`src/rtl/tff_seq_pkg.sv`:
```
// Shared types for the toggle-flop bank sequencer: command opcodes and FSM states.
package tff_seq_pkg;

  localparam int unsigned OP_W = 2;
  localparam int unsigned ST_W = 2;

  typedef enum logic [OP_W-1:0] {
    OP_LOAD  = 2'b00,
    OP_UP    = 2'b01,
    OP_DOWN  = 2'b10,
    OP_CLEAR = 2'b11
  } op_e;

  typedef enum logic [ST_W-1:0] {
    ST_IDLE  = 2'b00,
    ST_APPLY = 2'b01,
    ST_RUN   = 2'b10,
    ST_DONE  = 2'b11
  } state_e;

endpackage

```
`src/rtl/tff_cell.sv`:
```
// Single toggle flip-flop; reset has priority over toggle.
module tff_cell (
  input  logic clk,
  input  logic rst,
  input  logic t,
  output logic q
);

  always_ff @(posedge clk) begin
    if (rst) begin
      q <= 1'b0;
    end else if (t) begin
      q <= ~q;
    end
  end

endmodule

```
`src/rtl/tff_bank_sequencer.sv`:
```
// Sequences a bank of toggle flip-flops as a loadable up/down counter.
// Optional abort port pair enabled by defining TFF_SEQ_ABORT_EN.
module tff_bank_sequencer
  import tff_seq_pkg::*;
#(
  parameter int unsigned WIDTH = 4
) (
  input  logic             clk,
  input  logic             rst,
  input  logic             cmd_valid,
  output logic             cmd_ready,
  input  logic [1:0]       cmd_op,
  input  logic [WIDTH-1:0] cmd_arg,
  input  logic             pause,
  output logic [WIDTH-1:0] q,
  output logic [WIDTH-1:0] t_vec,
  output logic             busy,
  output logic             done
`ifdef TFF_SEQ_ABORT_EN
  ,
  input  logic             abort,
  output logic             aborted
`endif
);

  state_e           state_q, state_d;
  op_e              op_q, op_d;
  logic [WIDTH-1:0] arg_q, arg_d;
  logic [WIDTH-1:0] up_mask, dn_mask;
  logic             abort_c;

`ifdef TFF_SEQ_ABORT_EN
  assign abort_c = abort;
`else
  assign abort_c = 1'b0;
`endif

  assign cmd_ready = (state_q == ST_IDLE) && !rst;
  assign busy      = (state_q != ST_IDLE);
  assign done      = (state_q == ST_DONE);

  // Ripple-carry / ripple-borrow toggle masks for a one-step count.
  always_comb begin
    logic acc_up;
    logic acc_dn;
    acc_up  = 1'b1;
    acc_dn  = 1'b1;
    up_mask = '0;
    dn_mask = '0;
    for (int unsigned i = 0; i < WIDTH; i++) begin
      up_mask[i] = acc_up;
      dn_mask[i] = acc_dn;
      acc_up     = acc_up & q[i];
      acc_dn     = acc_dn & ~q[i];
    end
  end

  always_ff @(posedge clk) begin
    if (rst) begin
      state_q <= ST_IDLE;
      op_q    <= OP_LOAD;
      arg_q   <= '0;
    end else begin
      state_q <= state_d;
      op_q    <= op_d;
      arg_q   <= arg_d;
    end
  end

  always_comb begin
    state_d = state_q;
    op_d    = op_q;
    arg_d   = arg_q;
    t_vec   = '0;
    case (state_q)
      ST_IDLE: begin
        if (cmd_valid && cmd_ready) begin
          op_d  = op_e'(cmd_op);
          arg_d = (op_e'(cmd_op) == OP_CLEAR) ? '0 : cmd_arg;
          case (op_e'(cmd_op))
            OP_LOAD, OP_CLEAR: state_d = ST_APPLY;
            default:           state_d = ST_RUN;
          endcase
        end
      end
      ST_APPLY: begin
        if (!abort_c) begin
          t_vec = q ^ arg_q;
        end
        state_d = ST_DONE;
      end
      ST_RUN: begin
        if (abort_c || (q == arg_q)) begin
          state_d = ST_DONE;
        end else if (!pause) begin
          t_vec = (op_q == OP_DOWN) ? dn_mask : up_mask;
        end
      end
      ST_DONE: begin
        state_d = ST_IDLE;
      end
      default: begin
        state_d = ST_IDLE;
      end
    endcase
  end

  // Each bit of the bank is its own T flop driven by the mask.
  for (genvar g = 0; g < WIDTH; g++) begin : g_bank
    tff_cell u_cell (
      .clk (clk),
      .rst (rst),
      .t   (t_vec[g]),
      .q   (q[g])
    );
  end

`ifdef TFF_SEQ_ABORT_EN
  // High exactly in the DONE cycle that follows an abort.
  always_ff @(posedge clk) begin
    if (rst) begin
      aborted <= 1'b0;
    end else begin
      aborted <= abort && ((state_q == ST_APPLY) || (state_q == ST_RUN));
    end
  end
`endif

endmodule

```
`config.mk`:
```
export PLATFORM = sky130hd
export DESIGN_NAME = tff_bank_sequencer
export DESIGN_NICKNAME = d
export VERILOG_FILES = /design/src/rtl/tff_seq_pkg.sv /design/src/rtl/tff_cell.sv /design/src/rtl/tff_bank_sequencer.sv
export SDC_FILE = /design/constraint.sdc
export NUM_CORES = 1
export LEC_CHECK = 0
export CORE_AREA = 3 3 46 48
export CTS_BUF_LIST = sky130_fd_sc_hd__clkbuf_16
export CTS_CLUSTER_DIAMETER = 120
export DETAILED_ROUTE_END_ITERATION = 10
export DIE_AREA = 0 0 49 51
export HOLD_SLACK_MARGIN = 0.15
export PLACE_DENSITY = 0.79
export SLEW_MARGIN = 10
export SYNTH_ARGS = -nofsm -noshare
export SYNTH_HDL_FRONTEND = slang
export SYNTH_SLANG_ARGS = --single-unit
export TNS_END_PERCENT = 1
```
`constraint.sdc`:
```
create_clock -name clk -period 2.4 [get_ports clk]
set_input_delay 0.24 -clock clk [delete_from_list [all_inputs] [get_ports clk]]
set_output_delay 0.24 -clock clk [all_outputs]
set_load 0.005 [all_outputs]
```
==> results of run 1 <==
==> layout make-up <==
cell class | count | share of cell area (%)
flip-flops and latches | 12 | 20.31
inverters | 5 | 1.571
multi-input cells | 81 | 50.05
repair buffers | 23 | 18.85
clock buffers | 3 | 6.283
well taps | 25 | 2.618
clock inverters | 1 | 0.3141
==> power by group through the flow <==
| stage | Sequential, mW | Combinational, mW | Clock, mW |
|---|---|---|---|
| finish | 0.309 | 0.619 | 0.308 |
| global route | 0.316 | 0.678 | 0.327 |
| CTS | 0.303 | 0.603 | 0.313 |
| detailed placement | 0.301 | 0.558 | 0 |
| global placement | 0.300 | 0.550 | 0 |
| floorplan | 0.288 | 0.377 | 0 |
==> tightest hold or removal path, cell delays in order (launching register included) <==
cell,delay (ns)
dfxtp_1,0.30
nand2_1,0.05
a21oi_1,0.05
==> path summary, 6_finish.rpt <==
path	startpoint	end	slack (ns)	depth (start not counted)
setup / recovery	g_bank[0].u_cell.q$_SDFFE_PP0P_	t_vec[2]	0.07	6
hold / removal	op_q[1]$_SDFFE_PP0P_	op_q[1]$_SDFFE_PP0P_	0.46	2
setup reg to reg	g_bank[0].u_cell.q$_SDFFE_PP0P_	g_bank[1].u_cell.q$_SDFFE_PP0P_	0.63	5
hold reg to reg	op_q[1]$_SDFFE_PP0P_	op_q[1]$_SDFFE_PP0P_	0.46	2
==> stage by stage <==
step	worst slack (ns)	instance area, sq um	TNS, ns
2_1_floorplan	0.7117	882.1	0
3_3_place_gp	0.2354	1064	0
3_5_place_dp	0.2220	1064	0
4_1_cts	0.0007865	1170	0
5_1_grt	-0.05264	1195	-0.07376
6_report	0.06555	1195	0
==> layout by cell type, fill, tap and decap left out, types with 2 or more instances in the layout <==
cell | Yosys | final
clkdlybuf4s50_1 | 0 | 19
nor2_1 | 13 | 13
nand2_1 | 12 | 12
a21oi_1 | 11 | 11
dfxtp_1 | 12 | 10
inv_1 | 5 | 4
xor2_2 | 1 | 4
nand3b_1 | 4 | 4
nor3b_1 | 4 | 4
o21ai_0 | 4 | 4
ha_1 | 6 | 3
clkbuf_16 | 0 | 3
buf_4 | 8 | 3
nor2b_1 | 2 | 2
o31ai_1 | 2 | 2
nand3_1 | 2 | 2
ha_2 | 0 | 2
dfxtp_2 | 0 | 2
==> registers in the layout, summed over array words and instances, names as in the netlist <==
name	count
arg_q	4
state_q	2
g_bank.u_cell.q	4
op_q	2
==> timing repair <==
| item | CTS | global route |
|---|---|---|
| endpoints found under the hold margin | 0 | 0 |
| endpoints found under the setup margin | 3 | 3 |
| resized for setup | 4 | 7 |
| pin swaps | 0 | 1 |
==> kinds of logic after synthesis <==
kind of cell,Yosys count,share of synthesized area (%)
xor gates and xnor gates,6,6.809
buffers and inverters,16,10.35
AOI/OAI and AO/OA,27,22.41
adders and majority gates,6,8.510
and+or+nand+nor,41,23.55
muxes,1,1.135
DFF,12,27.23
==> per-layer routing <==
metal  global-route usage, %  wire length, um  part of all wire [%]
met1                   18.64              918                    44
met3                   4.665               99                   4.8
met2                   31.22             1023                    49
met4                   9.953               35                   1.7
met5                       0                0                     0
==> flow_summary.yaml, run 1 <==
grt:
  grt_use_total_pct: 17.48
  grt_pass1_vias: 753
  grt_overflow: 0
  grt_max_degree: 16
  grt_pass1_wl_um: 3298
  antenna_found_initial: 0
floorplanning:
  die_w_um: 49
  dieArea_sq_um: 2499
  ios: 21
  die_h_um: 51
  core_area_sq_um: 1745
  start_util_pct: 50.54
  row_count: 15
run_status:
  status: "finished clean"
worst_setup_path:
  cp_max_fo: 7
  timing.critical_path.buf_inv: 1
  crit_arrival_ns: 2.09
  setup.worst_path.end_class: "output port"
  crit_required_ns: 2.16
  path_cells: "xor2_2 -> o41ai_4 -> a21oi_4 -> a21oi_1 -> nor2_1 -> clkdlybuf4s50_1"
  cp_slowest_stage_delay_ns: 0.52
  critPathSlowestCell: "o41ai_4"
  startpoint_type: "flop"
  critPathTopFamily: "compound AO/OA/AOI/OAI gates"
  worstSetupPathType: "reg2out"
clock_tree:
  postCtsSetupRepairBufs: 0
  cts_root_buf: "clkbuf_16"
  clockBufferDepth: 2
  clock-sinks: 12
  path_clk_slew_ns: 0.04
  htreeDepth: 1
  numCtsBuffers: 3
  cts-hold-fix-buffers: 0
  clock_latency_ns: 0.24
  cts_tree: "done"
cells_and_area:
  seq_area_sq_um: 242.7
  finalNonFillerCells: 150
  final_nets: 142
  fill_cells: 142
  syn2layout_area_growth_pct: 35.46
  drive_gt1_share_pct: 16.00
  n_antenna_cell: 0
  final_util_pct: 68.46
  multi_input_area_sq_um: 598.1
timing:
  finalSetupViolCount: 0
  slew_violations: 0
  maxSlewHeadroom_pct: 68.98
  rsz0062_at_grt: "yes"
  fin_crit_ns: 2.334
  fmax_mhz: 428.4
  finClkSkew_ns: 0.004176
  fin_crit_sh_pct: 97.27
  finalHoldViolations: 0
  fin_hold_ws_ns: 0.4619
  worst_slew_pin_slew_ns: 0.4605
synth:
  yosys.area.top_type: "dfxtp_1"
  synth_top_flop_cell: "dfxtp_1"
  yosysMostFrequentCell: "nor2_1"
  synthArstFlopShare_pct: 0
  syn_inst: 109
  synth.distinct_cells: 33
  synth_top_area_share_pct: 27.23
  synth_area_leaders: "dfxtp_1 (27%), ha_1 (8.5%), buf_4 (6.8%), a21oi_1 (6.2%), nor2_1 (5.5%)"
  ys_ff_latch: 12
  syn-cell-area_sq_um: 882.1
  yosys_warnings: 0
  synth-seq-area-share_pct: 27.23
  synth.avg_cell_area_sq_um: 8.093
  ys_top_cells_by_count: "nor2_1 (13), dfxtp_1 (12), nand2_1 (12), a21oi_1 (11), buf_4 (8)"
  synth_nets: 125
  synth_edf_count: 0
worst_hold_path:
  hp-class: "reg2reg"
placement:
  placed_cells: 146
  dp_hpwl_um: 1437
  portBuffers: 20
  place.gp.congestion: 0.8355
route:
  drt_pass1_iterations: 5
  ant_nets: 0
  routed_wl_um: 2077
  drt-wirelength-per-cell_um: 13.85
  drc_errors: 0
  viasPerCell: 5.460
  via_count: 819
  first_iter_violations: 16
pwr:
  power_frac_seq_pct: 25.0
  p_leak_nw: 0.4698
  clock_power_share_pct: 24.9
  combPwrFrac_pct: 50.1
  switching_share_pct: 39.25
  power.switching_mw: 0.4853
  p_int_mw: 0.7511
  power_mw: 1.236
  power_density_nw_per_um2: 1035
  vdd_drop_max_mv: 0.6736
flow_run:
  max-cap-violations: 0
No activity file was read; power rests on OpenSTA's default activity.
==> inputs of run 2 (changes only) <==
- SKIP_LAST_GASP: default -> 1
==> flow_summary.yaml, run 2 (synthesized netlist as in run 1, its figures left out) <==
clock_tree:
  clockBufferDepth: 2
  clock_latency_ns: 0.24
  path_clk_slew_ns: 0.04
  clock-sinks: 12
  cts_tree: "done"
  htreeDepth: 1
  numCtsBuffers: 3
  cts_root_buf: "clkbuf_16"
timing:
  setup_ws_ns: 0.07894
  finalHoldViolations: 0
  fin_crit_ns: 2.321
  fin_crit_sh_pct: 96.71
  fin_hold_ws_ns: 0.4593
  setup-tns-final_ns: 0
  finClkSkew_ns: 0.003278
  finalSetupViolCount: 0
  worst_slew_pin_slew_ns: 0.4272
  rsz0062_at_grt: "yes"
  fmax_mhz: 430.8
  maxSlewHeadroom_pct: 71.22
  slew_violations: 0
worst_setup_path:
  worstSetupPathType: "reg2out"
  cp-endpoint: "t_vec[2]"
  startpoint_type: "flop"
  cp_max_fo: 7
  r2r_cells: 5
  reg2reg_to: "g_bank[1].u_cell.q$_SDFFE_PP0P_"
  crit_start: "g_bank[3].u_cell.q$_SDFFE_PP0P_"
  r2r_start: "g_bank[3].u_cell.q$_SDFFE_PP0P_"
  crit_arrival_ns: 2.08
  setup.worst_path.end_class: "output port"
  crit_required_ns: 2.16
  r2r_slack_ns: 0.65
route:
  drc_errors: 0
  drt-wirelength-per-cell_um: 13.38
  viasPerCell: 5.536
  routed_wl_um: 2021
  first_iter_violations: 16
  via_count: 836
  drt_pass1_iterations: 4
  ant_nets: 0
floorplanning:
  ios: 21
  start_util_pct: 50.54
  core_area_sq_um: 1745
  die_w_um: 49
  row_count: 15
  dieArea_sq_um: 2499
  die_h_um: 51
cells_and_area:
  largest_registers: "arg_q (4), g_bank.u_cell.q (4)"
  n_antenna_cell: 0
  final_util_pct: 68.89
  final_cell_mix: "clkdlybuf4s50_1 (19), nor2_1 (13), nand2_1 (12)"
  fill_cells: 143
  drive_gt1_share_pct: 16.67
  syn2layout_area_growth_pct: 36.31
  final_nets: 143
  finalNonFillerCells: 151
  mostFrequentLayoutCell: "clkdlybuf4s50_1"
  final_cell_area_sq_um: 1202
grt:
  antenna_found_initial: 0
  grt_pass1_vias: 746
  grt_overflow: 0
  grt_pass1_wl_um: 3249
  grt_max_degree: 16
  grt_use_total_pct: 17.22
placement:
  place.gp.congestion: 0.8355
  portBuffers: 20
  dp_slack_ns: 0.2220
  placed_cells: 146
  dp_hpwl_um: 1437
  placed_area_sq_um: 1064
worst_hold_path:
  hp-class: "reg2reg"
  whs_path_depth: 2
pwr:
  vdd_drop_max_mv: 0.6661
  power_density_nw_per_um2: 1031
  p_leak_nw: 0.4739
  power_mw: 1.239
flow_run:
  max-cap-violations: 0
run_status:
  status: "finished clean"
==> run 2: worst max-delay path: stages (launching register included) <==
cell,delay [ns]
dfxtp_1,0.43
xor2_2,0.14
o41ai_4,0.52
a21oi_4,0.09
a21oi_1,0.15
nor2_1,0.06
clkdlybuf4s50_1,0.44
==> run 2: where the power goes <==
| group | internal (mW) | switching (mW) |
|---|---|---|
| registers | 0.247 | 0.0615 |
| clock network | 0.220 | 0.0910 |
| logic | 0.290 | 0.330 |
==> run 2: metal layers <==
| metal | up-vias | share of wire (%) | wire (um) | global-route usage (%) |
|---|---|---|---|---|
| li1 | 404 | - | - | - |
| met1 | 400 | 45 | 905 | 18.78 |
| met2 | 29 | 49 | 997 | 30.09 |
| met3 | 3 | 4.6 | 92 | 4.665 |
| met4 | 0 | 1.2 | 25 | 9.953 |
| met5 | - | 0 | 0 | 0 |
==> run 2: how the worst min path moves through the flow <==
stage	start	to	slack [ns]
2_1_floorplan	rst	g_bank[1].u_cell.q$_SDFFE_PP0P_	0.31
3_3_place_gp	op_q[1]$_SDFFE_PP0P_	op_q[1]$_SDFFE_PP0P_	0.44
3_5_place_dp	op_q[1]$_SDFFE_PP0P_	op_q[1]$_SDFFE_PP0P_	0.46
4_1_cts	op_q[1]$_SDFFE_PP0P_	op_q[1]$_SDFFE_PP0P_	0.46
5_1_grt	op_q[1]$_SDFFE_PP0P_	op_q[1]$_SDFFE_PP0P_	0.49
6_report	op_q[1]$_SDFFE_PP0P_	op_q[1]$_SDFFE_PP0P_	0.46
==> run 2: area by class of cell <==
cell class	instances	area [sq um]	share of cell area, %
Inverter	5	18.77	1.561
Timing Repair Buffer	24	232.7	19.35
Clock inverter	1	3.754	0.3122
Clock buffer	3	75.07	6.244
Multi-Input combinational cell	81	598.1	49.74
Tap cell	25	31.28	2.601
Sequential cell	12	242.7	20.19
==> run 2: what timing repair did <==
item | CTS | global route
hold buffers | 0 | 0
setup buffers | 0 | 1
setup endpoints to repair | 3 | 3
gates resized for setup | 2 | 9
pin swaps | 0 | 1
